### src/rtl/guess_round_sequencer.sv
// guess_round_sequencer: round FSM for the 4-digit 1A2B guessing game.
// Assembles the secret and guess digit vectors from debounced keypad codes.
// Runs a request/done handshake with the A/B match unit and counts attempts.
// Ports:
//   clk, rst         - clock, synchronous active-high reset
//   key_valid/code   - one-cycle key strobe and code (0-9, A bksp, E enter, F new game)
//   match_done,r_a,b - match unit result handshake
//   secret, guess    - digit vectors, digit0 in [15:12]
//   entry_count      - digits in the current entry
//   match_req        - request to match unit
//   tries, last_a/b  - attempt count and most recent result
//   win, lose, err   - round outcome flags and rejected-key pulse
//   state_code       - 0 SET_SECRET, 1 GUESS, 2 CHECK, 3 WIN, 4 LOSE
module guess_round_sequencer #(
  parameter int unsigned MAX_TRIES    = 10,
  parameter bit          ALLOW_REPEAT = 1'b0
) (
  input  logic        clk,
  input  logic        rst,
  input  logic        key_valid,
  input  logic [3:0]  key_code,
  input  logic        match_done,
  input  logic [2:0]  r_a,
  input  logic [2:0]  r_b,
  output logic [15:0] secret,
  output logic [15:0] guess,
  output logic [2:0]  entry_count,
  output logic        match_req,
  output logic [3:0]  tries,
  output logic [2:0]  last_a,
  output logic [2:0]  last_b,
  output logic        win,
  output logic        lose,
  output logic        err,
  output logic [2:0]  state_code
);

  localparam int unsigned DIGITS = 4;

  typedef enum logic [2:0] {
    SET_SECRET = 3'd0,
    GUESS      = 3'd1,
    CHECK      = 3'd2,
    WIN        = 3'd3,
    LOSE       = 3'd4
  } state_t;

  state_t      state, state_n;
  logic [15:0] secret_n, guess_n, entry, entry_n;
  logic [2:0]  entry_count_n, last_a_n, last_b_n;
  logic [3:0]  tries_n, tries_inc;
  logic        match_req_n, err_n, dup;

  // Vector currently being edited by the keypad
  assign entry     = (state == SET_SECRET) ? secret : guess;
  assign tries_inc = (tries == 4'hF) ? tries : tries + 4'd1;

  // Digit already present among the entered positions
  always_comb begin
    dup = 1'b0;
    for (int i = 0; i < DIGITS; i++) begin
      if (3'(i) < entry_count && entry[4*(DIGITS-1-i) +: 4] == key_code)
        dup = 1'b1;
    end
  end

  // Next-state and next-value logic
  always_comb begin
    state_n       = state;
    secret_n      = secret;
    guess_n       = guess;
    entry_n       = entry;
    entry_count_n = entry_count;
    tries_n       = tries;
    last_a_n      = last_a;
    last_b_n      = last_b;
    match_req_n   = match_req;
    err_n         = 1'b0;

    unique case (state)
      SET_SECRET, GUESS: begin
        if (key_valid) begin
          if (key_code <= 4'd9) begin
            if (entry_count == 3'(DIGITS) || (dup && !ALLOW_REPEAT)) begin
              err_n = 1'b1;
            end else begin
              for (int i = 0; i < DIGITS; i++)
                if (3'(i) == entry_count) entry_n[4*(DIGITS-1-i) +: 4] = key_code;
              entry_count_n = entry_count + 3'd1;
            end
          end else if (key_code == 4'hA) begin
            if (entry_count == 3'd0) begin
              err_n = 1'b1;
            end else begin
              for (int i = 0; i < DIGITS; i++)
                if (3'(i) == entry_count - 3'd1) entry_n[4*(DIGITS-1-i) +: 4] = 4'h0;
              entry_count_n = entry_count - 3'd1;
            end
          end else if (key_code == 4'hE) begin
            if (entry_count != 3'(DIGITS)) begin
              err_n = 1'b1;
            end else if (state == SET_SECRET) begin
              state_n       = GUESS;
              guess_n       = 16'h0;
              entry_count_n = 3'd0;
              tries_n       = 4'd0;
            end else begin
              state_n     = CHECK;
              match_req_n = 1'b1;
            end
          end
          // B/C/D fall through with no effect; F handled below
        end
        // Write back the edited vector before any clear on enter/new game
        if (state == SET_SECRET) secret_n = entry_n;
        else if (state_n == GUESS) guess_n = entry_n;
        else if (state_n == CHECK) guess_n = entry_n;
        if (state == SET_SECRET && state_n == GUESS) guess_n = 16'h0;
      end
      CHECK: begin
        // Keys are ignored here; a simultaneous key is simply dropped
        if (match_done) begin
          last_a_n    = r_a;
          last_b_n    = r_b;
          tries_n     = tries_inc;
          match_req_n = 1'b0;
          if (r_a == 3'd4) begin
            state_n = WIN;
          end else if (tries_inc == 4'(MAX_TRIES)) begin
            state_n = LOSE;
          end else begin
            state_n       = GUESS;
            guess_n       = 16'h0;
            entry_count_n = 3'd0;
          end
        end
      end
      default: ;
    endcase

    // New game from any state except CHECK
    if (key_valid && key_code == 4'hF && state != CHECK) begin
      state_n       = SET_SECRET;
      secret_n      = 16'h0;
      guess_n       = 16'h0;
      entry_count_n = 3'd0;
      tries_n       = 4'd0;
      last_a_n      = 3'd0;
      last_b_n      = 3'd0;
      match_req_n   = 1'b0;
      err_n         = 1'b0;
    end
  end

  // State and output registers
  always_ff @(posedge clk) begin
    if (rst) begin
      state       <= SET_SECRET;
      secret      <= 16'h0;
      guess       <= 16'h0;
      entry_count <= 3'd0;
      tries       <= 4'd0;
      last_a      <= 3'd0;
      last_b      <= 3'd0;
      match_req   <= 1'b0;
      err         <= 1'b0;
      win         <= 1'b0;
      lose        <= 1'b0;
    end else begin
      state       <= state_n;
      secret      <= secret_n;
      guess       <= guess_n;
      entry_count <= entry_count_n;
      tries       <= tries_n;
      last_a      <= last_a_n;
      last_b      <= last_b_n;
      match_req   <= match_req_n;
      err         <= err_n;
      win         <= (state_n == WIN);
      lose        <= (state_n == LOSE);
    end
  end

  assign state_code = 3'(state);

endmodule

### config.mk
export PLATFORM = sky130hd
export DESIGN_NAME = guess_round_sequencer
export DESIGN_NICKNAME = d
export VERILOG_FILES = /design/src/rtl/guess_round_sequencer.sv
export SDC_FILE = /design/constraint.sdc
export NUM_CORES = 1
export LEC_CHECK = 0
export CAP_MARGIN = 20
export CORE_ASPECT_RATIO = 0.5
export CORE_UTILIZATION = 24
export CTS_BUF_LIST = sky130_fd_sc_hd__clkbuf_4 sky130_fd_sc_hd__clkbuf_8
export CTS_CLUSTER_SIZE = 12
export DETAILED_ROUTE_END_ITERATION = 8
export DONT_BUFFER_PORTS = 1
export SLEW_MARGIN = 30
export SYNTH_ARGS = -nofsm -noshare
export SYNTH_HDL_FRONTEND = slang
export SYNTH_SLANG_ARGS = --single-unit
### constraint.sdc
create_clock -name clk -period 3.7 [get_ports clk]
set_input_delay 0.74 -clock clk [delete_from_list [all_inputs] [get_ports clk]]
set_output_delay 0.74 -clock clk [all_outputs]
set_load 0.1 [all_outputs]
==> metrics.csv, run 1 <==
stage,metric,value,unit
clock_network,# Post-CTS Setup Buffers,0,
clock_network,Clock Tree Root,clkbuf_8,
cells_and_area,most frequent cells in the layout,"60 x nand2_1, 52 x dfxtp_1, 48 x buf_4",
sta,Fmax,335,MHz
pwr,Sw Share,30.2,%
global_routing,total congestion overflow,0,
clock_network,CTS Buf Count,5,
run,Max-Cap Viols,0,
routing,initial DRC count,249,
synth,YS warnings,0,
global_routing,GR Layer Usage met2,23.9,%
global_routing,vias in the first global route,2954,
routing,routed vias/inst,5.12,
routing,aggregate routed wire length,9960,µm
cells_and_area,# diodes,0,
global_routing,gr busiest metal,met2,
sta,Least-Margin Pin Slew,0.978,ns
cells_and_area,fillers,1342,
floorplanning,Die Ht,83.9,µm
routing,total vias in the final route,3039,
global_routing,initial antenna violation count,0,
floorplanning,area of the die,0.0139,mm²
synth,"Top FF cell, synth",dfxtp_1,
critical_path,worst-path maximum fanout,16,
clock_network,clk slew on worst S/H paths,0.11,ns
status,violated checks,DRC,
synth,Adder-Cell Fraction of Synth Area,3.11,%
status,status,"complete, but fails checks",
critical_path,flop2flop setup slack,0.72,ns
global_routing,largest net degree at the start of global routing,20,
floorplanning,Starting Density,25.0,%
cells_and_area,Layout area overhead,18.1,%
critical_path,critical path launch point type,flip-flop,
clock_network,Post-CTS Resized,0,
synth,synthesized area,0.00322,mm²
sta,Final Critical Period,2.98,ns
clock_network,Max clock buf depth,2,
critical_path,CP endpoint,guess[14],
sta,RSZ-0062 raised after global routing,no,
critical_path,Worst EP required,3.91,ns
critical_path,Worst Setup Path Type,reg -> reg,
placed_design,Port Buffers,0,
pwr,pwr/cell area,314,mW/mm²
critical_path,reg2reg start,entry_count[2],
sta,Final Slew Violations,0,
pwr,Comb pwr share,17.1,%
synth,Synth Area per Inst,8.27,µm²
critical_path,Register-to-Register Path Depth,7,
cells_and_area,"commonest non-fill, non-tap cell in the layout",nand2_1,
floorplanning,total core area,0.0129,mm²
routing,routed len/inst,16.8,µm
critical_path,Worst Setup End Kind,flip-flop,
pwr,Internal,833,µW
floorplanning,I/O pin cnt,66,
min_path,Worst Hold Class,in -> reg,
synth,"FF+latch count, synth",52,
critical_path,Reg-to-Reg End,guess[14],
routing,final antenna-violating net count,0,
synth,asr flop ratio synth,0,%
synth,Post-Synth Simple-Gate Area,20.7,%
sta,final setup fails,0,
pwr,Clock power frac,34.9,%
sta,clk_skew,0.0110,ns
synth,post-synthesis sequential area ratio,32.3,%
pwr,Worst VDD drop,127,µV
synth,largest family of logic cells by synthesized area,compound AO/OA/AOI/OAI gates,
clock_network,H-tree depth,2,
synth,post-synth cell types,62,
floorplanning,std cell rows,29,
routing,Residual DRC,5,
synth,Synth Area in XOR/XNOR,5.17,%
critical_path,crit path from,entry_count[2],
clock_network,CTS tree,done,
cells_and_area,share of cells above drive strength 1,16.5,%
global_routing,met1 Usage GRT,18.6,%
global_routing,GRT Total Usage,14.4,%
cells_and_area,Layout Nets,444,
clock_network,# hold bufs at CTS,0,
pwr,P_leak,0.00151,µW
pwr,P_sw,361,µW
placed_design,routability congestion estimate,0.863,
clock_network,Clock Sinks,52,
synth,post-synthesis mux area share,8.90,%
synth,post-synthesis instance total,389,
routing,Pre-antenna DRT Iters,9,
synth,Synth Area in Compound Gates,24.8,%
pwr,register share of total power,48.0,%
sta,Max transition margin,34.7,%
critical_path,Arrival @ worst endpoint,3.19,ns
sta,Final Hold Viols,0,
global_routing,global-route wire length before repair,16100,µm
sta,Final period util,80.6,%
cells_and_area,post-layout util,29.5,%
placed_design,hpwl dp,7530,µm
synth,number of flops mapped to enable cells by yosys,0,
global_routing,met3 Use GR,3.89,%
floorplanning,die width,166,µm
synth,syn nets,411,
clock_network,worst skew pair latency,0.32,ns
sta,setup TNS,0,ns
## per-layer routing
| metal | part of all wire, % | vias to the layer above | routed length, µm |
|---|---|---|---|
| met5 | 0 | - | 0 |
| met4 | 1.2 | 0 | 121 |
| met3 | 8.4 | 17 | 840 |
| met2 | 45 | 124 | 4510 |
| met1 | 45 | 1421 | 4490 |
| li1 | - | 1477 | - |
## cells in the mapped netlist (3+ instances only)
| cell | count | share of area (%) |
|---|---|---|
| or3_1 | 3 | 0.58 |
| nand3_1 | 9 | 1.4 |
| xnor2_1 | 18 | 4.9 |
| o21ai_0 | 15 | 2.3 |
| a31oi_1 | 7 | 1.4 |
| nor2b_1 | 6 | 1.2 |
| nor2_1 | 18 | 2.1 |
| mux2_2 | 4 | 1.4 |
| nand2_1 | 60 | 7.0 |
| nand2b_1 | 4 | 0.78 |
| o2bb2ai_1 | 8 | 2.2 |
| ha_1 | 8 | 3.1 |
| clkbuf_1 | 12 | 1.4 |
| a21o_1 | 3 | 0.70 |
| buf_2 | 6 | 0.93 |
| and3_1 | 4 | 0.78 |
| nand4_1 | 6 | 1.2 |
| inv_1 | 15 | 1.7 |
| a22o_1 | 10 | 2.7 |
| o21ai_1 | 9 | 1.4 |
| dfxtp_1 | 52 | 32 |
| a21oi_1 | 28 | 4.4 |
| nand4_2 | 3 | 1.2 |
| nor3_1 | 6 | 0.93 |
| mux2i_1 | 23 | 7.2 |
| a221o_1 | 5 | 1.6 |
| and2_1 | 3 | 0.58 |
## stage by stage
stage                     instance area [µm²]  hold WS (ns)  setup slack [ns]  cells  total power [µW]
after detailed placement                 3690         0.542             0.790    585               789
after floorplan                          3220         0.812             0.612    389               754
final                                    3800         0.486             0.719    593              1190
after CTS                                3800         0.480             0.780    593              1210
after global placement                   3690         0.542             0.845    585               788
after global routing                     3800         0.470             0.545    593              1260
## worst max-delay path: stages, from the launching register on
cell	delay (ns)
dfxtp_1	0.69
nand2_1	0.18
nor4_1	0.68
o21bai_1	0.14
a21oi_1	0.52
nand2b_1	0.20
o21ai_0	0.24
o2bb2ai_1	0.20
## sequential cells by signal (all words and copies together), names as in the netlist, 3 cells and up
signal and cells:
last_a 3, secret 16, tries 4, entry_count 3, state_code 3, guess 16, last_b 3
## power by group through the flow
stage,clock network (µW),registers [µW],logic (µW)
floorplan,0,636,118
global placement,0,586,202
detailed placement,0,586,203
CTS,431,573,204
global route,461,574,220
finish,417,573,205
## how the worst min path moves through the flow
stage | startpoint | end | slack, ns | cells after the start
2_1_floorplan | rst | state_code[0] | 0.81 | 1
3_3_place_gp | secret[3] | secret[3] | 0.54 | 1
3_5_place_dp | secret[2] | secret[2] | 0.54 | 1
4_1_cts | rst | state_code[0] | 0.48 | 1
5_1_grt | rst | state_code[0] | 0.47 | 1
6_report | rst | state_code[0] | 0.49 | 1
## layout make-up
class	count	area (µm²)	share of cell area, %
timing repair buffer	48	360	9.48
sequential	52	1040	27.4
clock buffer	5	68.8	1.81
inverter	15	56.3	1.48
clock inverter	3	46.3	1.22
tap	170	213	5.60
multi-input combinational	300	2020	53.0
## kinds of logic (layout without fill, tap and decap cells)
family                     count (synthesis)  count (layout)
xor gates and xnor gates                  19              19
AOI/OAI and AO/OA                        113             113
buffers and inverters                     37              71
and+or+nand+nor                          132             132
muxes                                     28              28
DFF                                       52              52
adders and majority gates                  8               8
(Power assumes the default switching activity.)
==> run 2: changes to the inputs <==
==> constraint.sdc (replaced) <==
create_clock -name clk -period 2.55 [get_ports clk]
set_input_delay 0.51 -clock clk [delete_from_list [all_inputs] [get_ports clk]]
set_output_delay 0.51 -clock clk [all_outputs]
set_load 0.1 [all_outputs]
==> run 2 against run 1 <==
The run still ends with DRC left. Global-route usage grew 0.079 points. Largest cell class unchanged. First-iteration DRC count fell by 3.2%. Hold slack lost 0.23 ns.
==> metrics.csv, run 2 (same netlist as run 1, synthesis figures left out) <==
stage,metric,value,unit
sta,RSZ-0062 raised after global routing,yes,
placed_design,Port Buffers,0,
clock_network,H-tree depth,2,
sta,Fmax,400,MHz
sta,Final Hold Viols,0,
floorplanning,die width,166,µm
critical_path,Register-to-Register Path Depth,8,
sta,clk_skew,0.00843,ns
floorplanning,std cell rows,29,
floorplanning,area of the die,0.0139,mm²
pwr,pwr/cell area,418,mW/mm²
clock_network,CTS tree,done,
global_routing,total congestion overflow,0,
sta,setup TNS,0,ns
critical_path,CP endpoint,guess[12],
critical_path,crit path from,state_code[2],
status,status,"complete, but fails checks",
run,Max-Cap Viols,0,
routing,Residual DRC,5,
critical_path,critical path launch point type,flip-flop,
cells_and_area,"commonest non-fill, non-tap cell in the layout",buf_4,
clock_network,Clock Sinks,52,
clock_network,# hold bufs at CTS,0,
floorplanning,Die Ht,83.9,µm
floorplanning,I/O pin cnt,66,
sta,Least-Margin Pin Slew,0.630,ns
critical_path,Arrival @ worst endpoint,2.76,ns
critical_path,Worst Setup Path Type,reg -> reg,
global_routing,GR Layer Usage met2,23.8,%
pwr,Worst VDD drop,195,µV
sta,Final period util,98.1,%
global_routing,initial antenna violation count,0,
routing,total vias in the final route,3126,
placed_design,DP Worst Slack,-0.142,ns
sta,Max transition margin,58.0,%
clock_network,worst skew pair latency,0.32,ns
global_routing,met1 Usage GRT,18.5,%
sta,Final Slew Violations,0,
routing,initial DRC count,241,
global_routing,met3 Use GR,4.55,%
global_routing,global-route wire length before repair,16000,µm
global_routing,vias in the first global route,2968,
status,violated checks,DRC,
critical_path,worst-path maximum fanout,6,
placed_design,routability congestion estimate,0.879,
global_routing,gr busiest metal,met2,
global_routing,largest net degree at the start of global routing,20,
critical_path,Worst Setup End Kind,flip-flop,
min_path,Worst Hold Class,in -> reg,
pwr,Pwr Total,1730,µW
sta,final setup fails,0,
sta,Final Critical Period,2.50,ns
critical_path,flop2flop setup slack,0.05,ns
cells_and_area,post-layout util,32.2,%
floorplanning,total core area,0.0129,mm²
placed_design,hpwl dp,7540,µm
cells_and_area,fillers,1338,
cells_and_area,Layout area overhead,28.8,%
clock_network,Max clock buf depth,2,
critical_path,Worst EP required,2.81,ns
cells_and_area,top flop regs,"guess x16, secret x16, tries x4",
sta,Setup WS post-layout,0.0497,ns
placed_design,Post-Place Cell Area,0.00391,mm²
routing,Pre-antenna DRT Iters,6,
cells_and_area,share of cells above drive strength 1,27.8,%
cells_and_area,post-route cell area,0.00415,mm²
pwr,P_leak,0.00166,µW
critical_path,reg2reg start,state_code[2],
cells_and_area,most frequent cells in the layout,"71 x buf_4, 60 x nand2_1, 34 x dfxtp_1",
routing,aggregate routed wire length,10300,µm
cells_and_area,Layout Nets,470,
routing,routed len/inst,16.6,µm
routing,routed vias/inst,5.05,
critical_path,Reg-to-Reg End,guess[12],
floorplanning,Starting Density,25.0,%
clock_network,CTS Buf Count,5,
clock_network,Clock Tree Root,clkbuf_8,
clock_network,clk slew on worst S/H paths,0.10,ns
routing,final antenna-violating net count,0,
cells_and_area,# diodes,0,
global_routing,GRT Total Usage,14.5,%
==> run 2: cell types whose count changed in the layout (fill, tap and decap cells not counted), moves of 2 or more <==
cell | previous run | this run
mux2i_1 | 23 | 18
mux2_4 | 0 | 2
buf_12 | 0 | 2
buf_4 | 48 | 71
mux2i_2 | 0 | 3
mux2i_4 | 0 | 2
dfxtp_2 | 0 | 15
dfxtp_1 | 52 | 34
dfxtp_4 | 0 | 3
==> run 2: critical path, stage by stage, from the launching register on <==
cell and delay (ns):
dfxtp_4 0.37, or3_1 0.41, a2111oi_2 0.46, a221o_1 0.27, a31oi_4 0.11, buf_12 0.16, nand4_2 0.19, mux2_2 0.36
a21oi_1 0.11
==> run 2: worst min path at each step <==
stage | startpoint | endpoint | slack (ns) | cells past startpoint
floorplan | rst | state_code[0] | 0.57 | 1
global placement | last_b[2] | last_b[2] | 0.45 | 2
detailed placement | last_b[2] | last_b[2] | 0.45 | 2
CTS | rst | state_code[0] | 0.25 | 1
global route | rst | state_code[0] | 0.24 | 1
finish | rst | state_code[0] | 0.25 | 1
==> run 2: layer usage <==
layer / part of all wire [%] / vias to the layer above
met5: 0 / -
li1: - / 1534
met3: 8.0 / 10
met2: 46 / 83
met4: 1.2 / 0
met1: 45 / 1499
==> run 2: area by class of cell <==
type                            instances  area (µm²)  area share (%)
Timing Repair Buffer                   74         598            14.4
Sequential cell                        52        1070            25.8
Multi-Input combinational cell        300        2100            50.6
Clock inverter                          3        42.5            1.03
Clock buffer                            5        68.8            1.66
Inverter                               15        56.3            1.36
Tap cell                              170         213            5.13
==> run 2: where the power goes <==
group / leakage [µW] / total (µW) / switching (µW) / internal [µW]
logic: 0.00118 / 312 / 209 / 103
clock network: 0.0000541 / 591 / 300 / 291
registers: 0.000430 / 829 / 9.97 / 819
total: 0.00166 / 1730 / 519 / 1210
==> run 2: timing repair <==
action	CTS	global route
setup endpoints to repair	30	17
resized for setup	3	6
cloned	0	1
setup buffers	0	6
pin swaps	0	4
==> run 2: stage by stage <==
step | hold slack [ns] | std cells
floorplan | 0.572 | 389
finish | 0.251 | 619
CTS | 0.254 | 612
detailed placement | 0.451 | 604
global route | 0.239 | 619
global placement | 0.445 | 604
